==> config.mk <==
export PLATFORM = sky130hd
export DESIGN_NAME = rv_fetch_ctrl
export DESIGN_NICKNAME = d
export VERILOG_FILES = /design/src/rtl/rv_fetch_pkg.sv /design/src/rtl/rv_fetch_pc_gen.sv /design/src/rtl/rv_fetch_ctrl.sv
export SDC_FILE = /design/constraint.sdc
export NUM_CORES = 1
export LEC_CHECK = 0
export BUFFER_PORTS_ARGS = -buffer_cell sky130_fd_sc_hd__buf_2
export CORE_MARGIN = 5
export CORE_UTILIZATION = 31
export CTS_BUF_LIST = sky130_fd_sc_hd__clkbuf_4 sky130_fd_sc_hd__clkbuf_8
export CTS_CLUSTER_SIZE = 25
export DETAILED_ROUTE_END_ITERATION = 10
export HOLD_SLACK_MARGIN = 0.06
export PLACE_DENSITY = 0.59
export REMOVE_ABC_BUFFERS = 1
export SYNTH_ARGS = -nofsm -noshare
export SYNTH_HDL_FRONTEND = slang
export SYNTH_SLANG_ARGS = --single-unit
export TNS_END_PERCENT = 20
==> constraint.sdc <==
create_clock -name i_clk -period 2.59 [get_ports i_clk]
set_clock_uncertainty 0.2 [all_clocks]
set_input_delay 0.259 -clock i_clk [delete_from_list [all_inputs] [get_ports i_clk]]
set_output_delay 0.259 -clock i_clk [all_outputs]
set_load 0.01 [all_outputs]
==> src/rtl/rv_fetch_pkg.sv <==
// Shared types for the RV instruction-fetch sequencer.
// RV_FETCH_PIPE_EN (optional) enables a second outstanding read.
package rv_fetch_pkg;

    localparam int RV_PC_W = 30;

    typedef logic [RV_PC_W-1:0] pc_t;

    typedef enum logic [2:0] {
        ST_RESET,
        ST_ISSUE,
        ST_WAIT,
        ST_DRAIN,
        ST_HALT
    } fetch_state_t;

    localparam logic [1:0] PIPE_MAX_OUTSTANDING = 2'd2;

endpackage

==> src/rtl/rv_fetch_pc_gen.sv <==
// Fetch PC register with word incrementer and redirect mux.
// Redirect has priority over a normal advance.
module rv_fetch_pc_gen
    import rv_fetch_pkg::*;
#(
    parameter logic [31:0] RESET_VECTOR = 32'h0000_0000
) (
    input  logic i_clk,
    input  logic i_reset_n,
    input  logic i_redirect,
    input  pc_t  i_redirect_pc,
    input  logic i_advance,
    output pc_t  o_pc,
    output pc_t  o_pc_p1
);

    pc_t pc_q;

    // Word address arithmetic wraps naturally at 30 bits.
    assign o_pc_p1 = pc_q + pc_t'(1);
    assign o_pc    = pc_q;

    always_ff @(posedge i_clk or negedge i_reset_n) begin
        if (!i_reset_n) begin
            pc_q <= RESET_VECTOR[31:2];
        end else if (i_redirect) begin
            pc_q <= i_redirect_pc;
        end else if (i_advance) begin
            pc_q <= o_pc_p1;
        end
    end

endmodule

==> src/rtl/rv_fetch_ctrl.sv <==
// Instruction-fetch sequencer: owns the fetch PC, issues bus reads, handles redirect/drain/fault.
// Define RV_FETCH_PIPE_EN to allow a second read in flight while waiting.
module rv_fetch_ctrl
    import rv_fetch_pkg::*;
#(
    parameter logic [31:0] RESET_VECTOR = 32'h0000_0000
) (
    input  logic               i_clk,
    input  logic               i_reset_n,
    input  logic               i_redirect,
    input  logic [RV_PC_W-1:0] i_redirect_pc,
    input  logic               i_hold,
    output logic               o_ibus_req,
    output logic [RV_PC_W-1:0] o_ibus_addr,
    input  logic               i_ibus_gnt,
    input  logic               i_ibus_rvalid,
    input  logic               i_ibus_err,
    output logic [RV_PC_W-1:0] o_pc,
    output logic [RV_PC_W-1:0] o_pc_p4,
    output logic               o_stall,
    output logic               o_flush,
    output logic               o_fault,
    output logic [RV_PC_W-1:0] o_fault_pc
);

    fetch_state_t state;
    logic [1:0]   outstanding;
    logic [1:0]   outstanding_nxt;
    logic         fire;
    logic         resp;
    logic         deliver;
    logic         bus_fault;
    pc_t          pc;
    pc_t          pc_p1;

    rv_fetch_pc_gen #(
        .RESET_VECTOR (RESET_VECTOR)
    ) u_pc_gen (
        .i_clk         (i_clk),
        .i_reset_n     (i_reset_n),
        .i_redirect    (i_redirect),
        .i_redirect_pc (i_redirect_pc),
        .i_advance     (deliver),
        .o_pc          (pc),
        .o_pc_p1       (pc_p1)
    );

    always_comb begin
        // NOTE: default assignment first so no path through the case leaves a latch.
        o_ibus_req = 1'b0;
        case (state)
            ST_ISSUE: o_ibus_req = !i_hold;
`ifdef RV_FETCH_PIPE_EN
            ST_WAIT:  o_ibus_req = !i_hold && (outstanding < PIPE_MAX_OUTSTANDING);
`endif
            default:  o_ibus_req = 1'b0;
        endcase
        if (i_redirect) begin
            o_ibus_req = 1'b0;
        end
    end

    assign fire      = o_ibus_req && i_ibus_gnt;
    assign resp      = i_ibus_rvalid && (outstanding != 2'd0);
    assign deliver   = (state == ST_WAIT) && i_ibus_rvalid && !i_ibus_err && !i_redirect;
    assign bus_fault = (state == ST_WAIT) && i_ibus_rvalid &&  i_ibus_err && !i_redirect;

    assign outstanding_nxt = outstanding + {1'b0, fire} - {1'b0, resp};

    // pc tracks the oldest in-flight word, so the next request is pc + reads already in flight;
    // the sum stays constant while a request waits for its grant.
    assign o_ibus_addr = pc + pc_t'(outstanding);
    assign o_pc        = pc;
    assign o_pc_p4     = pc_p1;
    assign o_stall     = !deliver || i_hold;
    assign o_flush     = i_redirect || (state == ST_RESET) || (state == ST_DRAIN);

    always_ff @(posedge i_clk or negedge i_reset_n) begin
        if (!i_reset_n) begin
            state       <= ST_RESET;
            outstanding <= 2'd0;
            o_fault     <= 1'b0;
            o_fault_pc  <= '0;
        end else begin
            // NOTE: non-blocking assignments so every register samples pre-edge values.
            outstanding <= outstanding_nxt;
            if (i_redirect) begin
                o_fault <= 1'b0;
                state   <= (outstanding_nxt != 2'd0) ? ST_DRAIN : ST_ISSUE;
            end else begin
                case (state)
                    ST_RESET: state <= ST_ISSUE;
                    ST_ISSUE: if (fire) state <= ST_WAIT;
                    ST_WAIT: begin
                        if (bus_fault) begin
                            state      <= ST_HALT;
                            o_fault    <= 1'b1;
                            o_fault_pc <= pc;
                        end else if (outstanding_nxt == 2'd0) begin
                            state <= ST_ISSUE;
                        end
                    end
                    ST_DRAIN: if (outstanding_nxt == 2'd0) state <= ST_ISSUE;
                    ST_HALT:  state <= ST_HALT;
                    default:  state <= ST_RESET;
                endcase
            end
        end
    end

endmodule
==> results.toml, run 1 <==
[critical_path]
crit_arrival_ns = 2.15
r2r_end = "state[0]"
endpoint_kind = "output port"
crit_required_ns = 2.13
r2r_slack_ns = 0.11
cp_max_fo = 5
critPathLaunchType = "flop"
timing.rr.start = "state[1]"
critical_path_class = "reg2out"
reg2reg_depth = 10

[placed_design]
dp_cells = 893
place_area_mm2 = 0.005613
io_buffer_count = 160
dpl.hpwl_um = 12340
routabilityCongestion = 0.8310

[pwr]
cellPowerDensity_mw_per_mm2 = 673.4
peakVddDrop_uv = 339.5
p_leak_nw = 3.039

[synth]
syn-cell-area_mm2 = 0.004379
ys_types = 48
ys_warn_count = 0
synth_cells = 546
syn_avg_cell_area_um2 = 8.021
synth_seq_cells = 66
synth_seq_area_share_pct = 37.71

[die]
die_w_um = 128.9
rows = 43
start_util_pct = 31.55
core_region_area_mm2 = 0.01388
ioPinCount = 161
die_y_um = 128.9
die_area_mm2 = 0.01660

[hold_path]
min_from = "i_ibus_gnt"
whs_path_depth = 3
holdPathEnd = "state[1]"
hp-class = "in2reg"

[routing]
dr.pass1.iters = 5
wl_per_cell_um = 17.58
drc = 0
drt_iter0_markers = 327
postRouteWirelength_um = 16880
vias_per_cell = 5.117
num_vias = 4912
postRouteAntennaNets = 0

[cells_and_area]
nets = 818
nFillCells = 1420
syn_to_final_growth_pct = 48.14
fin_cells = 960
postLayoutCellArea_mm2 = 0.006487
antenna_cells = 0
drive_gt1_share_pct = 38.85
final_common_cell = "buf_2"
final_core_util_pct = 46.74
mostFrequentLayoutCells = "159 x buf_2, 127 x nand2_1, 75 x buf_4, 51 x dfrtp_1, 45 x xnor2_1"

[sta]
rsz0062_at_grt = "yes"
setup_tns_ns = -0.02732
hold_slack_ns = 0.1232
finalWorstSetupSlack_ns = -0.02082
fmax_mhz = 383.0
max-slew-margin-rel_pct = 40.16
tightest_slew_ns = 0.8975
post-route-min-period_ns = 2.611
hold_viol = 0
setup_viol_count_final = 2
finalCritPeriodShare_pct = 100.8
report.final.slew_viol_count = 0

[clock_tree]
htreeDepth = 3
cts_tree = "yes"
cts_buffer_depth = 2
cts_num_sinks = 66
numCtsBuffers = 9
cts_root_buffer = "clkbuf_8"
clk_pin_slew_ns = 0.07
clk_latency_ns = 0.37

[global_routing]
grt_pass1_vias = 4719
antenna_found_initial = 0
grt_pass1_wl_um = 25940
gr-total-overflow = 0
grt_max_degree = 67
track_usage_pct = 20.09

[flow_run]
max_cap_viol_count = 0

[outcome]
status = "finished with violations"
violations = "negative setup slack"
==> where the power goes <==
| part | internal, mW | total, mW | switching [mW] | leakage, nW |
|---|---|---|---|---|
| combinational | 0.776 | 1.77 | 0.998 | 2.12 |
| sequential | 1.33 | 1.55 | 0.225 | 0.800 |
| clock | 0.613 | 1.04 | 0.430 | 0.119 |
| total | 2.72 | 4.37 | 1.65 | 3.04 |
==> worst max path at each step <==
stage,start,end,depth (start not counted)
after floorplan,i_redirect,state[0],10
after global placement,u_pc_gen.o_pc[13],o_ibus_addr[24],6
after detailed placement,state[2],state[0],10
after CTS,outstanding[0],o_ibus_addr[14],6
after global routing,outstanding[0],o_ibus_addr[28],8
final,outstanding[0],o_ibus_addr[14],6
==> logic make-up (layout without fill, tap and decap cells) <==
| family | count (synthesis) | count (layout) | share of synthesized area, % |
|---|---|---|---|
| xor+xnor | 67 | 67 | 13.40 |
| flops | 66 | 66 | 37.71 |
| buf+inv | 63 | 297 | 6.628 |
| fa+ha+maj | 6 | 6 | 1.886 |
| simple gates | 280 | 280 | 30.83 |
| compound gates | 64 | 64 | 9.543 |
==> layer usage <==
metal / GRT usage, % / vias to the layer above / share of wire, %
met5: 0 / - / 0
met4: 7.103 / 0 / 2.0
met3: 4.483 / 26 / 7.3
met2: 31.86 / 178 / 47
met1: 27.01 / 2383 / 44
li1: - / 2325 / -
==> worst max-delay path, cell delays in order (launching register included) <==
cell	delay (ns)
dfrtp_1	0.36
ha_2	0.22
inv_2	0.04
fa_2	0.43
nor4_2	0.42
xor2_1	0.17
buf_2	0.14
==> cell type report <==
cell class / instances / area (um2) / share of cell area (%)
Clock buffer: 14 / 167.7 / 2.584
Clock inverter: 2 / 60.06 / 0.9257
Inverter: 13 / 48.80 / 0.7522
Multi-Input combinational cell: 417 / 2604 / 40.14
Sequential cell: 66 / 1670 / 25.75
Tap cell: 180 / 225.2 / 3.472
Timing Repair Buffer: 268 / 1712 / 26.38
==> registers in the layout (all words and copies together), names as in the netlist <==
| signal | count |
|---|---|
| state | 3 |
| o_fault | 1 |
| u_pc_gen.o_pc | 30 |
| o_fault_pc | 30 |
| outstanding | 2 |
==> Yosys cell counts, drive strengths merged <==
| master | n | area (um2) |
|---|---|---|
| nand3 | 17 | 90.09 |
| a221o | 1 | 10.01 |
| a2bb2oi | 2 | 17.52 |
| or3 | 11 | 68.82 |
| clkbuf | 23 | 87.58 |
| a211o | 2 | 17.52 |
| a311o | 2 | 20.02 |
| and4 | 1 | 8.760 |
| xor2 | 22 | 192.7 |
| buf | 27 | 153.9 |
| a31o | 1 | 8.760 |
| nand3b | 3 | 22.52 |
| o41ai | 1 | 8.760 |
| o31ai | 8 | 60.06 |
| a21oi | 8 | 40.04 |
| o211ai | 3 | 22.52 |
| nor2b | 1 | 6.260 |
| fa | 1 | 20.02 |
| nor3b | 1 | 7.510 |
| nor3 | 14 | 75.07 |
| nand2b | 2 | 12.51 |
| nor4b | 1 | 8.760 |
| nand2 | 129 | 484.2 |
| xnor2 | 45 | 394.1 |
| or4 | 12 | 97.59 |
| or2 | 1 | 6.260 |
| nor4 | 15 | 93.84 |
| dfrtp | 66 | 1652 |
| a221oi | 1 | 8.760 |
| o211a | 1 | 10.01 |
| nand4 | 27 | 183.9 |
| a31oi | 13 | 81.33 |
| a21o | 2 | 15.01 |
| o21a | 1 | 7.510 |
| o21ai | 18 | 90.09 |
| ha | 5 | 62.56 |
| and3 | 4 | 25.02 |
| or3b | 1 | 8.760 |
| inv | 13 | 48.80 |
| nor2 | 40 | 150.1 |
==> timing repair <==
item | CTS | global route
endpoints found under the setup margin | 34 | 38
hold buffers | 31 | 0
hold endpoints to repair | 96 | 0
setup buffers | 5 | 15
pin swaps | 10 | 10
gates resized for setup | 29 | 21
==> stage by stage <==
| step | worst slack, ns | total power, mW |
|---|---|---|
| floorplan | -0.1067 | 2.367 |
| global placement | 0.1453 | 3.139 |
| detailed placement | 0.1447 | 3.185 |
| CTS | -0.02527 | 4.329 |
| global route | -0.1239 | 4.640 |
| finish | -0.02082 | 4.369 |
No activity file was read; power rests on OpenSTA's default activity.
==> run 2: changes to the inputs <==
==> constraint.sdc (replaced) <==
create_clock -name i_clk -period 3.1 [get_ports i_clk]
set_clock_uncertainty 0.2 [all_clocks]
set_input_delay 0.31 -clock i_clk [delete_from_list [all_inputs] [get_ports i_clk]]
set_output_delay 0.31 -clock i_clk [all_outputs]
set_load 0.01 [all_outputs]
==> run 2 against run 1 <==
  * Flip-flop and latch count did not move
  * Core utilization decreased by 4.0 points
  * Hold slack improved by 0.033 ns
  * Design area is 8.6% lower
  * Setup slack better by 0.17 ns
  * Cell count shrank 5.9%
  * Die area is the same
  * The flow now finishes without violations
  * Via count decreased by 6.4%
==> results.toml, run 2 (same netlist as run 1, synthesis figures left out) <==
[outcome]
status = "finished clean"

[die]
die_w_um = 128.9
rows = 43
start_util_pct = 31.55
ioPinCount = 161
die_y_um = 128.9
die_area_mm2 = 0.01660
core_region_area_mm2 = 0.01388

[routing]
vias_per_cell = 5.091
drc = 0
postRouteAntennaNets = 0
drt_iter0_markers = 330
top_layer_used = "met4"
wl_met2_um = 7622
postRouteWirelength_um = 16130
wl_met3_um = 1360
num_vias = 4597
wl_per_cell_um = 17.87
wl_met1_um = 6904
dr.pass1.iters = 4

[sta]
report.final.slew_viol_count = 0
fmax_mhz = 338.4
rsz0062_at_grt = "yes"
finalWorstSetupSlack_ns = 0.1451
post-route-min-period_ns = 2.955
finalCritPeriodShare_pct = 95.32
tightest_slew_ns = 0.8633
max-slew-margin-rel_pct = 42.45
hold_viol = 0
setup_viol_count_final = 0
hold_slack_ns = 0.1564

[cells_and_area]
antenna_cells = 0
nFillCells = 1451
nets = 761
final_core_util_pct = 42.70
final_common_cell = "buf_2"
drive_gt1_share_pct = 29.60
fin_cells = 903
mostFrequentLayoutCells = "159 x buf_2, 129 x nand2_1, 62 x dfrtp_1, 45 x xnor2_1, 40 x nor2_1"
syn_to_final_growth_pct = 35.34

[critical_path]
cp_max_fo = 15
crit_path_top_delay_cell = "or4_1"
critPathLaunchType = "flop"
endpoint_kind = "output port"
critical_path_class = "reg2out"
critPathMaxStageDelay_ns = 0.71
crit_required_ns = 2.59
crit_arrival_ns = 2.44
crit_buf_inv = 1
crit_family = "simple AND/OR/NAND/NOR gates"
cp_cell_sequence = "nand3_2 -> or4_1 -> nor2_1 -> xor2_1 -> buf_2"

[clock_tree]
cts_buffer_depth = 2
htreeDepth = 3
clk_latency_ns = 0.36
cts_tree = "yes"
clk_pin_slew_ns = 0.08
numCtsBuffers = 9
cts_setup_buffers = 0
cts_num_sinks = 66
cts_root_buffer = "clkbuf_8"

[placed_design]
dpl.hpwl_um = 11820
routabilityCongestion = 0.8608
place_ws_ns = 0.3460
io_buffer_count = 160
dp_cells = 856

[hold_path]
hp-class = "in2reg"

[global_routing]
gr-total-overflow = 0
grt_pass1_wl_um = 24630
grt_max_degree = 67
grt_pass1_vias = 4409
antenna_found_initial = 0
track_usage_pct = 19.26

[flow_run]
max_cap_viol_count = 0

[pwr]
p_total_mw = 3.547
p_leak_nw = 2.745
p_sw_mw = 1.323
seq_power_share_pct = 37.9
power.share.switching_pct = 37.30
cellPowerDensity_mw_per_mm2 = 598.5
peakVddDrop_uv = 256.0
power.share.combinational_pct = 35.8
p_int_mw = 2.224
p_clk_share_pct = 26.2
==> run 2: final timing paths <==
kind	start	to	slack, ns	cells past startpoint
min reg2reg	o_fault_pc[20]	o_fault_pc[20]	0.27	2
min in group asynchronous	i_reset_n	o_fault_pc[0]	0.40	2
min	i_ibus_gnt	state[1]	0.16	3
max in group asynchronous	i_reset_n	u_pc_gen.o_pc[12]	1.69	2
max	u_pc_gen.o_pc[3]	o_pc_p4[27]	0.15	5
max reg2reg	u_pc_gen.o_pc[3]	u_pc_gen.o_pc[27]	0.52	4
==> run 2: stage by stage <==
step,cell area [um2],setup TNS [ns]
floorplan,4138,0
global placement,5323,0
detailed placement,5323,0
CTS,5892,0
global route,5927,-0.03995
finish,5927,0
==> run 2: what timing repair did <==
item                                    4_1_cts  5_1_grt
gates resized for setup                       2        9
endpoints found under the hold margin        96        0
endpoints found under the setup margin        6       14
hold buffers                                 31        0
pin swaps                                     0        0
==> run 2: layout make-up <==
type                    count  area, um2  area share (%)
flip-flops and latches     66       1657           27.95
inverters                  13      48.80          0.8233
clock buffers              11      151.4           2.554
repair buffers            211       1264           21.32
multi-input cells         417       2481           41.86
well taps                 180      225.2           3.800
clock inverters             5      100.1           1.689
==> run 2: power by group through the flow <==
stage | registers (mW) | clock network, mW | logic [mW]
3_3_place_gp | 1.34 | 0 | 1.22
5_1_grt | 1.39 | 0.984 | 1.41
6_report | 1.35 | 0.931 | 1.27
4_1_cts | 1.34 | 0.957 | 1.28
3_5_place_dp | 1.36 | 0 | 1.24
2_1_floorplan | 1.43 | 0 | 0.552
==> run 2: per-layer routing <==
metal | up-vias | global-route usage, %
li1 | 2216 | -
met1 | 2182 | 25.90
met2 | 183 | 30.43
met3 | 16 | 5.064
met4 | 0 | 5.930
met5 | - | 0
==> run 2: worst min-delay path, cell delays in order <==
cell,delay [ns]
buf_2,0.10
a21oi_1,0.18
a221oi_1,0.07
